### config.mk
export PLATFORM = sky130hd
export DESIGN_NAME = ifu_fb_ctl
export DESIGN_NICKNAME = d
export VERILOG_FILES = /design/src/rtl/ifu_fb_ctl.sv
export SDC_FILE = /design/constraint.sdc
export NUM_CORES = 1
export LEC_CHECK = 0
export CAP_MARGIN = 20
export CORE_MARGIN = 2
export CORE_UTILIZATION = 45
export DETAILED_ROUTE_END_ITERATION = 8
export PLACE_DENSITY = 0.75
export SYNTH_ARGS = -nofsm -noshare
export SYNTH_HDL_FRONTEND = slang
export SYNTH_SLANG_ARGS = --single-unit
### constraint.sdc
create_clock -name clk -period 17.7 [get_ports clk]
set_input_delay 2.655 -clock clk [delete_from_list [all_inputs] [get_ports clk]]
set_output_delay 2.655 -clock clk [all_outputs]
set_load 0.05 [all_outputs]
### src/rtl/ifu_fb_ctl.sv
// Fetch buffer: queues F2 I-cache hit groups, presents the oldest two to
// the aligner and reports per-cycle consumption back to fetch control.
// Ports: clk/rst; F2 req/hit/addr/data in; flush; aln_consume in;
// fb_valid/data0/data1/pc0/pc1 out; consume1/2, full, empty, overflow out.
module ifu_fb_ctl #(
  parameter int DEPTH  = 4,
  parameter int DATA_W = 64
) (
  input  logic              clk,
  input  logic              rst,
  input  logic              ifc_fetch_req_f2,
  input  logic              ic_hit_f2,
  input  logic [30:0]       ifc_fetch_addr_f2,
  input  logic [DATA_W-1:0] ic_rd_data_f2,
  input  logic              exu_flush_final,
  input  logic [1:0]        aln_consume,
  output logic [1:0]        fb_valid,
  output logic [DATA_W-1:0] fb_data0,
  output logic [DATA_W-1:0] fb_data1,
  output logic [30:0]       fb_pc0,
  output logic [30:0]       fb_pc1,
  output logic              ifu_fb_consume1,
  output logic              ifu_fb_consume2,
  output logic              fb_full,
  output logic              fb_empty,
  output logic              fb_overflow_err
);

  localparam int AW = $clog2(DEPTH);
  localparam int CW = AW + 1;

  logic [DATA_W-1:0] data_q [DEPTH];
  logic [30:0]       pc_q   [DEPTH];

  logic [AW-1:0] rd_ptr;
  logic [AW-1:0] wr_ptr;
  logic [AW-1:0] rd_ptr1;
  logic [CW-1:0] count;

  logic       wr_en;
  logic       wr_ok;
  logic       ovf_set;
  logic [1:0] req_n;
  logic [1:0] avail;
  logic [1:0] granted;

  assign wr_en = ifc_fetch_req_f2 & ic_hit_f2
               & ~exu_flush_final;

  // 2'b10 is illegal and requests nothing
  always_comb begin
    req_n = 2'd0;
    unique case (aln_consume)
      2'b01:   req_n = 2'd1;
      2'b11:   req_n = 2'd2;
      default: req_n = 2'd0;
    endcase
  end

  always_comb begin
    avail = 2'd2;
    if (count < CW'(2))
      avail = count[1:0];
  end

  always_comb begin
    granted = (req_n < avail) ? req_n : avail;
    if (exu_flush_final || rst)
      granted = 2'd0;
  end

  assign fb_full  = (count == CW'(DEPTH));
  assign fb_empty = (count == '0);

  // When full, a write only fits if a slot frees in the same cycle
  assign wr_ok   = wr_en & (~fb_full | (granted != 2'd0));
  assign ovf_set = wr_en & fb_full & (granted == 2'd0);

  assign ifu_fb_consume1 = (granted == 2'd1);
  assign ifu_fb_consume2 = (granted == 2'd2);

  always_ff @(posedge clk) begin
    if (rst) begin
      rd_ptr <= '0;
      wr_ptr <= '0;
      count  <= '0;
    end else if (exu_flush_final) begin
      rd_ptr <= '0;
      wr_ptr <= '0;
      count  <= '0;
    end else begin
      rd_ptr <= rd_ptr + AW'(granted);
      if (wr_ok)
        wr_ptr <= wr_ptr + AW'(1);
      count <= count + CW'(wr_ok) - CW'(granted);
    end
  end

  always_ff @(posedge clk) begin
    if (rst)
      fb_overflow_err <= 1'b0;
    else if (ovf_set)
      fb_overflow_err <= 1'b1;
  end

  // Entry storage is intentionally not reset
  always_ff @(posedge clk) begin
    if (wr_ok && !rst) begin
      data_q[wr_ptr] <= ic_rd_data_f2;
      pc_q[wr_ptr]   <= ifc_fetch_addr_f2;
    end
  end

  assign rd_ptr1 = rd_ptr + AW'(1);

  assign fb_valid[0] = (count >= CW'(1));
  assign fb_valid[1] = (count >= CW'(2));

  assign fb_data0 = data_q[rd_ptr];
  assign fb_data1 = data_q[rd_ptr1];
  assign fb_pc0   = pc_q[rd_ptr];
  assign fb_pc1   = pc_q[rd_ptr1];

endmodule

==> flow_metrics.py, run 1 <==
metrics = {
    "status": {
        "status": "finished, final reports clean",
    },
    "clocking": {
        "postCtsSetupBuffers": 0,
        "root_buffer": "clkbuf_16",
        "cts.path.max_buffers": 3,
        "path_clk_slew_ns": 0.05,
        "holdBufCountCts": 0,
        "cts_tree": "done",
        "numCtsBuffers": 41,
        "postCtsResizedCells": 0,
        "clock_latency_ns": 0.56,
        "h-tree-depth": 2,
        "clkSinkCount": 388,
    },
    "timing": {
        "fin_skew_ns": 0.0215,
        "slew_headroom_pct": 35.8,
        "finalSetupViolations": 0,
        "tns_ns": 0,
        "min_period_over_period_pct": 42.9,
        "fmax_mhz": 132,
        "finalWorstPathRequiredPeriod_ns": 7.60,
        "worstMarginPinSlew_ns": 0.963,
        "grt_setup_unrepaired": "no",
        "timing.final.hold_violations": 0,
        "slew_violations": 0,
        "fin_ws_ns": 10.10,
    },
    "synthesis": {
        "ys_types": 31,
        "synth-seq-area-share_pct": 69.9,
        "synthAdderAreaFrac_pct": 0.877,
        "ys_ff_latch": 388,
        "synth_top_family_by_area": "multiplexers",
        "synth_ff_type": "edfxtp_1",
        "synthMuxAreaShare_pct": 25.9,
        "synth_edf_count": 380,
        "synth_xor_area_share_pct": 0.212,
        "syn_nets": 792,
        "avgSynthCellArea_um2": 24.4,
        "synth_compound_area_share_pct": 0.348,
        "synth_area_um2": 16600,
        "syn_inst": 679,
        "synth-simple-area-share_pct": 1.15,
        "yosysWarnings": 0,
        "synthArstFlopShare_pct": 0,
    },
    "finish": {
        "finalNonFillerCells": 1493,
        "area_growth_pct": 28.6,
        "layout.nets": 1104,
        "nFillCells": 2641,
        "drive_gt1_share_pct": 26.1,
        "final_area_um2": 21300,
    },
    "floorplan": {
        "io_pins": 299,
        "die_area_um2": 38300,
        "core-area_um2": 36400,
        "die_height_um": 196,
        "start_util_pct": 45.4,
        "rows": 70,
        "die_x_um": 196,
    },
    "setup_path": {
        "cp-start-kind": "primary input",
        "slowest_delay_ns": 0.82,
        "end_kind": "primary output",
        "worstPathMaxFanout": 11,
        "critical_path_class": "in -> out",
        "cpMaxStageDelayCell": "clkdlybuf4s50_1",
        "path_common_cell": "clkdlybuf4s50_1",
        "crit_family": "buffers and inverters",
        "worst-path-buf-inv": 2,
        "cp.required_ns": 15.05,
        "worstPathArrival_ns": 4.94,
        "crit_chain": "clkdlybuf4s50_1 > nor2_2 > o221a_4 > nor2b_1 > clkdlybuf4s50_1",
    },
    "grt": {
        "grt_pass1_vias": 8996,
        "track_usage_pct": 18.4,
        "grt_pass1_wl_um": 53400,
        "grt_max_degree": 71,
        "antenna_found_initial": 5,
        "grt-ovfl-total": 0,
    },
    "pwr": {
        "powerDensity_nw_per_um2": 89.0,
        "vdd_drop_max_mv": 0.0878,
        "leakage_uw": 0.00650,
    },
    "drt": {
        "postRouteAntennaNets": 0,
        "drt-total-wl_um": 34600,
        "vias": 8509,
        "dr.first_iter.drc_count": 503,
        "first_pass_iters": 5,
        "via_per_inst": 5.70,
        "drc": 0,
        "avgRoutedWirePerCell_um": 23.2,
    },
    "flow_run": {
        "max-cap-violations": 0,
    },
    "placed_design": {
        "place.detailed.hpwl_um": 22200,
        "port_buffers": 298,
        "pre_cts_ws_ns": 10.12,
        "place_inst": 1415,
        "place_area_um2": 20000,
        "gp_congestion": 0.746,
    },
    "hold_path": {
        "hold_path.class": "reg -> reg",
    },
}
worst paths after layout:
kind | end | start | cells past startpoint | slack [ns]
max | ifu_fb_consume1 | rst | 5 | 10.10
min | fb_overflow_err$_SDFFE_PP0P_ | fb_overflow_err$_SDFFE_PP0P_ | 2 | 0.46
max reg2reg | data_q[3][22]$_DFFE_PP_ | count[1]$_SDFF_PP0_ | 7 | 14.86
min reg2reg | fb_overflow_err$_SDFFE_PP0P_ | fb_overflow_err$_SDFFE_PP0P_ | 2 | 0.46
flip-flops by register name, summed over array words and instances (netlist names):
signal           cells
data_q             256
pc_q               124
count                3
rd_ptr               2
wr_ptr               2
fb_overflow_err      1
report_power, final:
part	leakage, uW	internal (uW)	total (uW)	switching [uW]
combinational	0.00241	40.8	90.2	49.4
sequential	0.00349	1010	1020	2.67
clock	0.000602	462	789	327
routing by layer:
metal	track usage, %	routed length, um	vias to the layer above	part of all wire [%]
met4	4.52	632	6	1.8
met3	8.58	4010	50	12
met5	0	36	-	0.10
met2	28.5	16400	336	47
met1	23.8	13600	4457	39
li1	-	-	3660	-
kinds of logic after synthesis:
logic type	after synthesis
xor gates and xnor gates	4
AOI/OAI and AO/OA	5
buffers and inverters	50
adders and majority gates	11
muxes	191
and+or+nand+nor	30
DFF	388
final cells by class:
| class | count | area (um^2) | share of cell area, % |
|---|---|---|---|
| multi-input cells | 241 | 4740 | 22.3 |
| diodes | 2 | 5.00 | 0.0235 |
| inverters | 7 | 26.3 | 0.123 |
| clock inverters | 19 | 110 | 0.517 |
| well taps | 468 | 586 | 2.75 |
| repair buffers | 312 | 3110 | 14.6 |
| clock buffers | 56 | 1130 | 5.33 |
| flip-flops and latches | 388 | 11600 | 54.4 |
synthesized netlist by cell type, types with 2 or more instances:
cell type	count	area [um^2]
a21oi_1	2	10.0
and2_1	4	25.0
buf_2	32	160
buf_4	11	82.6
dfxtp_1	8	160
edfxtp_1	380	11400
ha_1	10	125
inv_1	7	26.3
mux4_2	190	4280
nand2_1	4	15.0
nor2b_1	3	18.8
nor3_1	2	10.0
nor3b_1	5	37.5
or2_2	2	12.5
xnor2_1	3	26.3
cell usage in the layout, fill, tap and decap left out, drive strengths merged:
cell           count
edfxtp           380
clkdlybuf4s50    298
mux4             190
clkbuf            56
clkinv            16
buf               14
ha                10
inv                8
dfxtp              8
nor3b              6
and2               4
nand2              4
nor2b              3
xnor2              3
diode              2
or2                2
a21oi              2
nor3               2
nor2               2
or3                2
o221a              1
or3b               1
nand3b             1
o21bai             1
nor4               1
and3               1
o311ai             1
xor2               1
nand2b             1
mux2i              1
fa                 1
clkinvlp           1
bufinv             1
per-stage QoR:
step                      power, uW  util [%]  hold WS, ns
after CTS                      1920      58.3        0.461
after detailed placement       1130      54.9        0.454
final                          1900      58.4        0.456
after global placement         1120      54.9        0.451
after global routing           1960      58.4        0.486
after floorplan                1080         -        0.471
worst min-delay path, delay by kind of cell (launching register included):
family,cells,cell delay (ns)
flops,1,0.31
buf+inv,1,0.05
compound gates,1,0.05
(Power assumes the default switching activity.)
==> inputs of run 2 (changes only) <==
Settings changed: PLACE_DENSITY 0.75 to 0.78.
Clock period 17.7 ns to 6.6 ns, I/O delays scaled along.
==> run 2 against run 1 <==
Worst setup slack got worse by 8.0 ns. Worst hold slack improved by 0.0021 ns. First-iteration DRC count increased by 33%. Largest power group unchanged. Highest routed layer unchanged.
==> flow_metrics.py, run 2 (synthesis gave the netlist of run 1 again) <==
metrics = {
    "grt": {
        "grt_max_degree": 105,
        "grt_pass1_vias": 8699,
        "antenna_found_initial": 2,
        "grt-ovfl-total": 0,
        "track_usage_pct": 17.8,
        "grt_pass1_wl_um": 52000,
    },
    "finish": {
        "layout.nets": 1100,
        "mostFrequentLayoutCells": "edfxtp_1 (380), clkdlybuf4s50_1 (298), mux4_2 (190), clkbuf_16 (39), ha_1 (10)",
        "drive_gt1_share_pct": 26.3,
        "largest_reg_flops": 256,
        "final_common_cell": "edfxtp_1",
        "biggestRegsByFlops": "data_q x256, pc_q x124, count x3",
        "multiInputGateArea_um2": 4740,
        "regMostFlops": "data_q",
        "antenna_cells": 0,
        "regArea_um2": 11600,
        "nFillCells": 2605,
        "area_growth_pct": 28.0,
        "final_area_um2": 21200,
    },
    "drt": {
        "vias": 8528,
        "drc": 0,
        "dr.first_iter.drc_count": 667,
        "avgRoutedWirePerCell_um": 23.2,
        "via_per_inst": 5.78,
        "postRouteAntennaNets": 0,
        "first_pass_iters": 4,
        "drt-total-wl_um": 34200,
    },
    "setup_path": {
        "critical_path_class": "reg -> out",
        "worstPathMaxFanout": 46,
        "worstPathArrival_ns": 3.49,
        "cp-start-kind": "flop",
        "cp.required_ns": 5.61,
        "end_kind": "primary output",
    },
    "clocking": {
        "clkSinkCount": 388,
        "holdBufCountCts": 0,
        "numCtsBuffers": 39,
        "path_clk_slew_ns": 0.06,
        "clock_latency_ns": 0.51,
        "cts_tree": "done",
        "cts.path.max_buffers": 3,
        "h-tree-depth": 2,
        "root_buffer": "clkbuf_16",
        "postCtsResizedCells": 0,
        "postCtsSetupBuffers": 0,
    },
    "floorplan": {
        "rows": 70,
        "start_util_pct": 45.4,
        "core-area_um2": 36400,
        "die_height_um": 196,
        "die_x_um": 196,
        "io_pins": 299,
        "die_area_um2": 38300,
    },
    "status": {
        "status": "finished, final reports clean",
    },
    "timing": {
        "fin_skew_ns": 0.0144,
        "timing.final.hold_violations": 0,
        "fmax_mhz": 223,
        "grt_setup_unrepaired": "no",
        "slew_headroom_pct": 41.3,
        "hold_slack_ns": 0.458,
        "min_period_over_period_pct": 67.9,
        "slew_violations": 0,
        "tns_ns": 0,
        "finalWorstPathRequiredPeriod_ns": 4.48,
        "worstMarginPinSlew_ns": 0.880,
        "finalSetupViolations": 0,
    },
    "placed_design": {
        "port_buffers": 298,
        "place.detailed.hpwl_um": 21900,
        "gp_congestion": 0.732,
        "place_area_um2": 20100,
    },
    "hold_path": {
        "hold_path.class": "reg -> reg",
    },
    "pwr": {
        "vdd_drop_max_mv": 0.201,
        "powerDensity_nw_per_um2": 232,
        "leakage_uw": 0.00644,
    },
    "flow_run": {
        "max-cap-violations": 0,
    },
}
-- run 2: changes by cell type in the layout (fill, tap and decap cells not counted) --
| cell | previous run | this run |
|---|---|---|
| clkbuf_8 | 1 | 0 |
| clkinv_2 | 3 | 6 |
| clkinvlp_4 | 1 | 3 |
| clkbuf_16 | 43 | 39 |
| clkinv_1 | 13 | 5 |
| buf_12 | 0 | 6 |
| diode_2 | 2 | 0 |
| buf_16 | 1 | 0 |
| buf_4 | 13 | 6 |
| clkbuf_1 | 12 | 7 |
-- run 2: worst paths after layout --
check,from,endpoint,slack (ns),cells past startpoint
worst min register to register,fb_overflow_err$_SDFFE_PP0P_,fb_overflow_err$_SDFFE_PP0P_,0.46,2
worst min-delay path,fb_overflow_err$_SDFFE_PP0P_,fb_overflow_err$_SDFFE_PP0P_,0.46,2
worst max-delay path,rd_ptr[0]$_SDFF_PP0_,fb_pc0[25],2.12,3
worst max register to register,count[2]$_SDFF_PP0_,data_q[0][23]$_DFFE_PP_,3.70,7
-- run 2: worst max-delay path, cell delays in order (launching register included) --
cell	delay, ns
dfxtp_4	0.84
buf_4	0.75
mux4_2	0.59
clkdlybuf4s50_1	0.77
-- run 2: routing by layer --
layer  part of all wire, %  wire length, um  vias up  GRT usage, %
met3                    11             3710       54          6.62
met4                   2.2              750        4          4.63
met1                    39            13400     4467          23.5
met5                 0.088               30        -             0
li1                      -                -     3641             -
met2                    48            16400      362          28.2
-- run 2: stage by stage --
stage	power, uW	setup WS [ns]	instances	utilization (%)
after floorplan	2890	-2.95	679	-
after global placement	3010	2.31	1414	55.1
after detailed placement	3020	2.32	1414	55.1
after CTS	4960	2.02	1476	58.2
after global routing	5070	1.85	1476	58.2
final	4910	2.12	1476	58.2
-- run 2: report_power, final --
part / switching (uW) / total (uW) / internal, uW
Combinational: 133 / 242 / 109
Sequential: 7.55 / 2730 / 2720
Clock: 830 / 1950 / 1120
-- run 2: area by class of cell --
cell class,count,share of cell area [%]
multi-input cells,241,22.4
flip-flops and latches,388,54.6
inverters,7,0.124
well taps,468,2.76
clock buffers,46,4.73
clock inverters,16,0.520
repair buffers,310,14.9
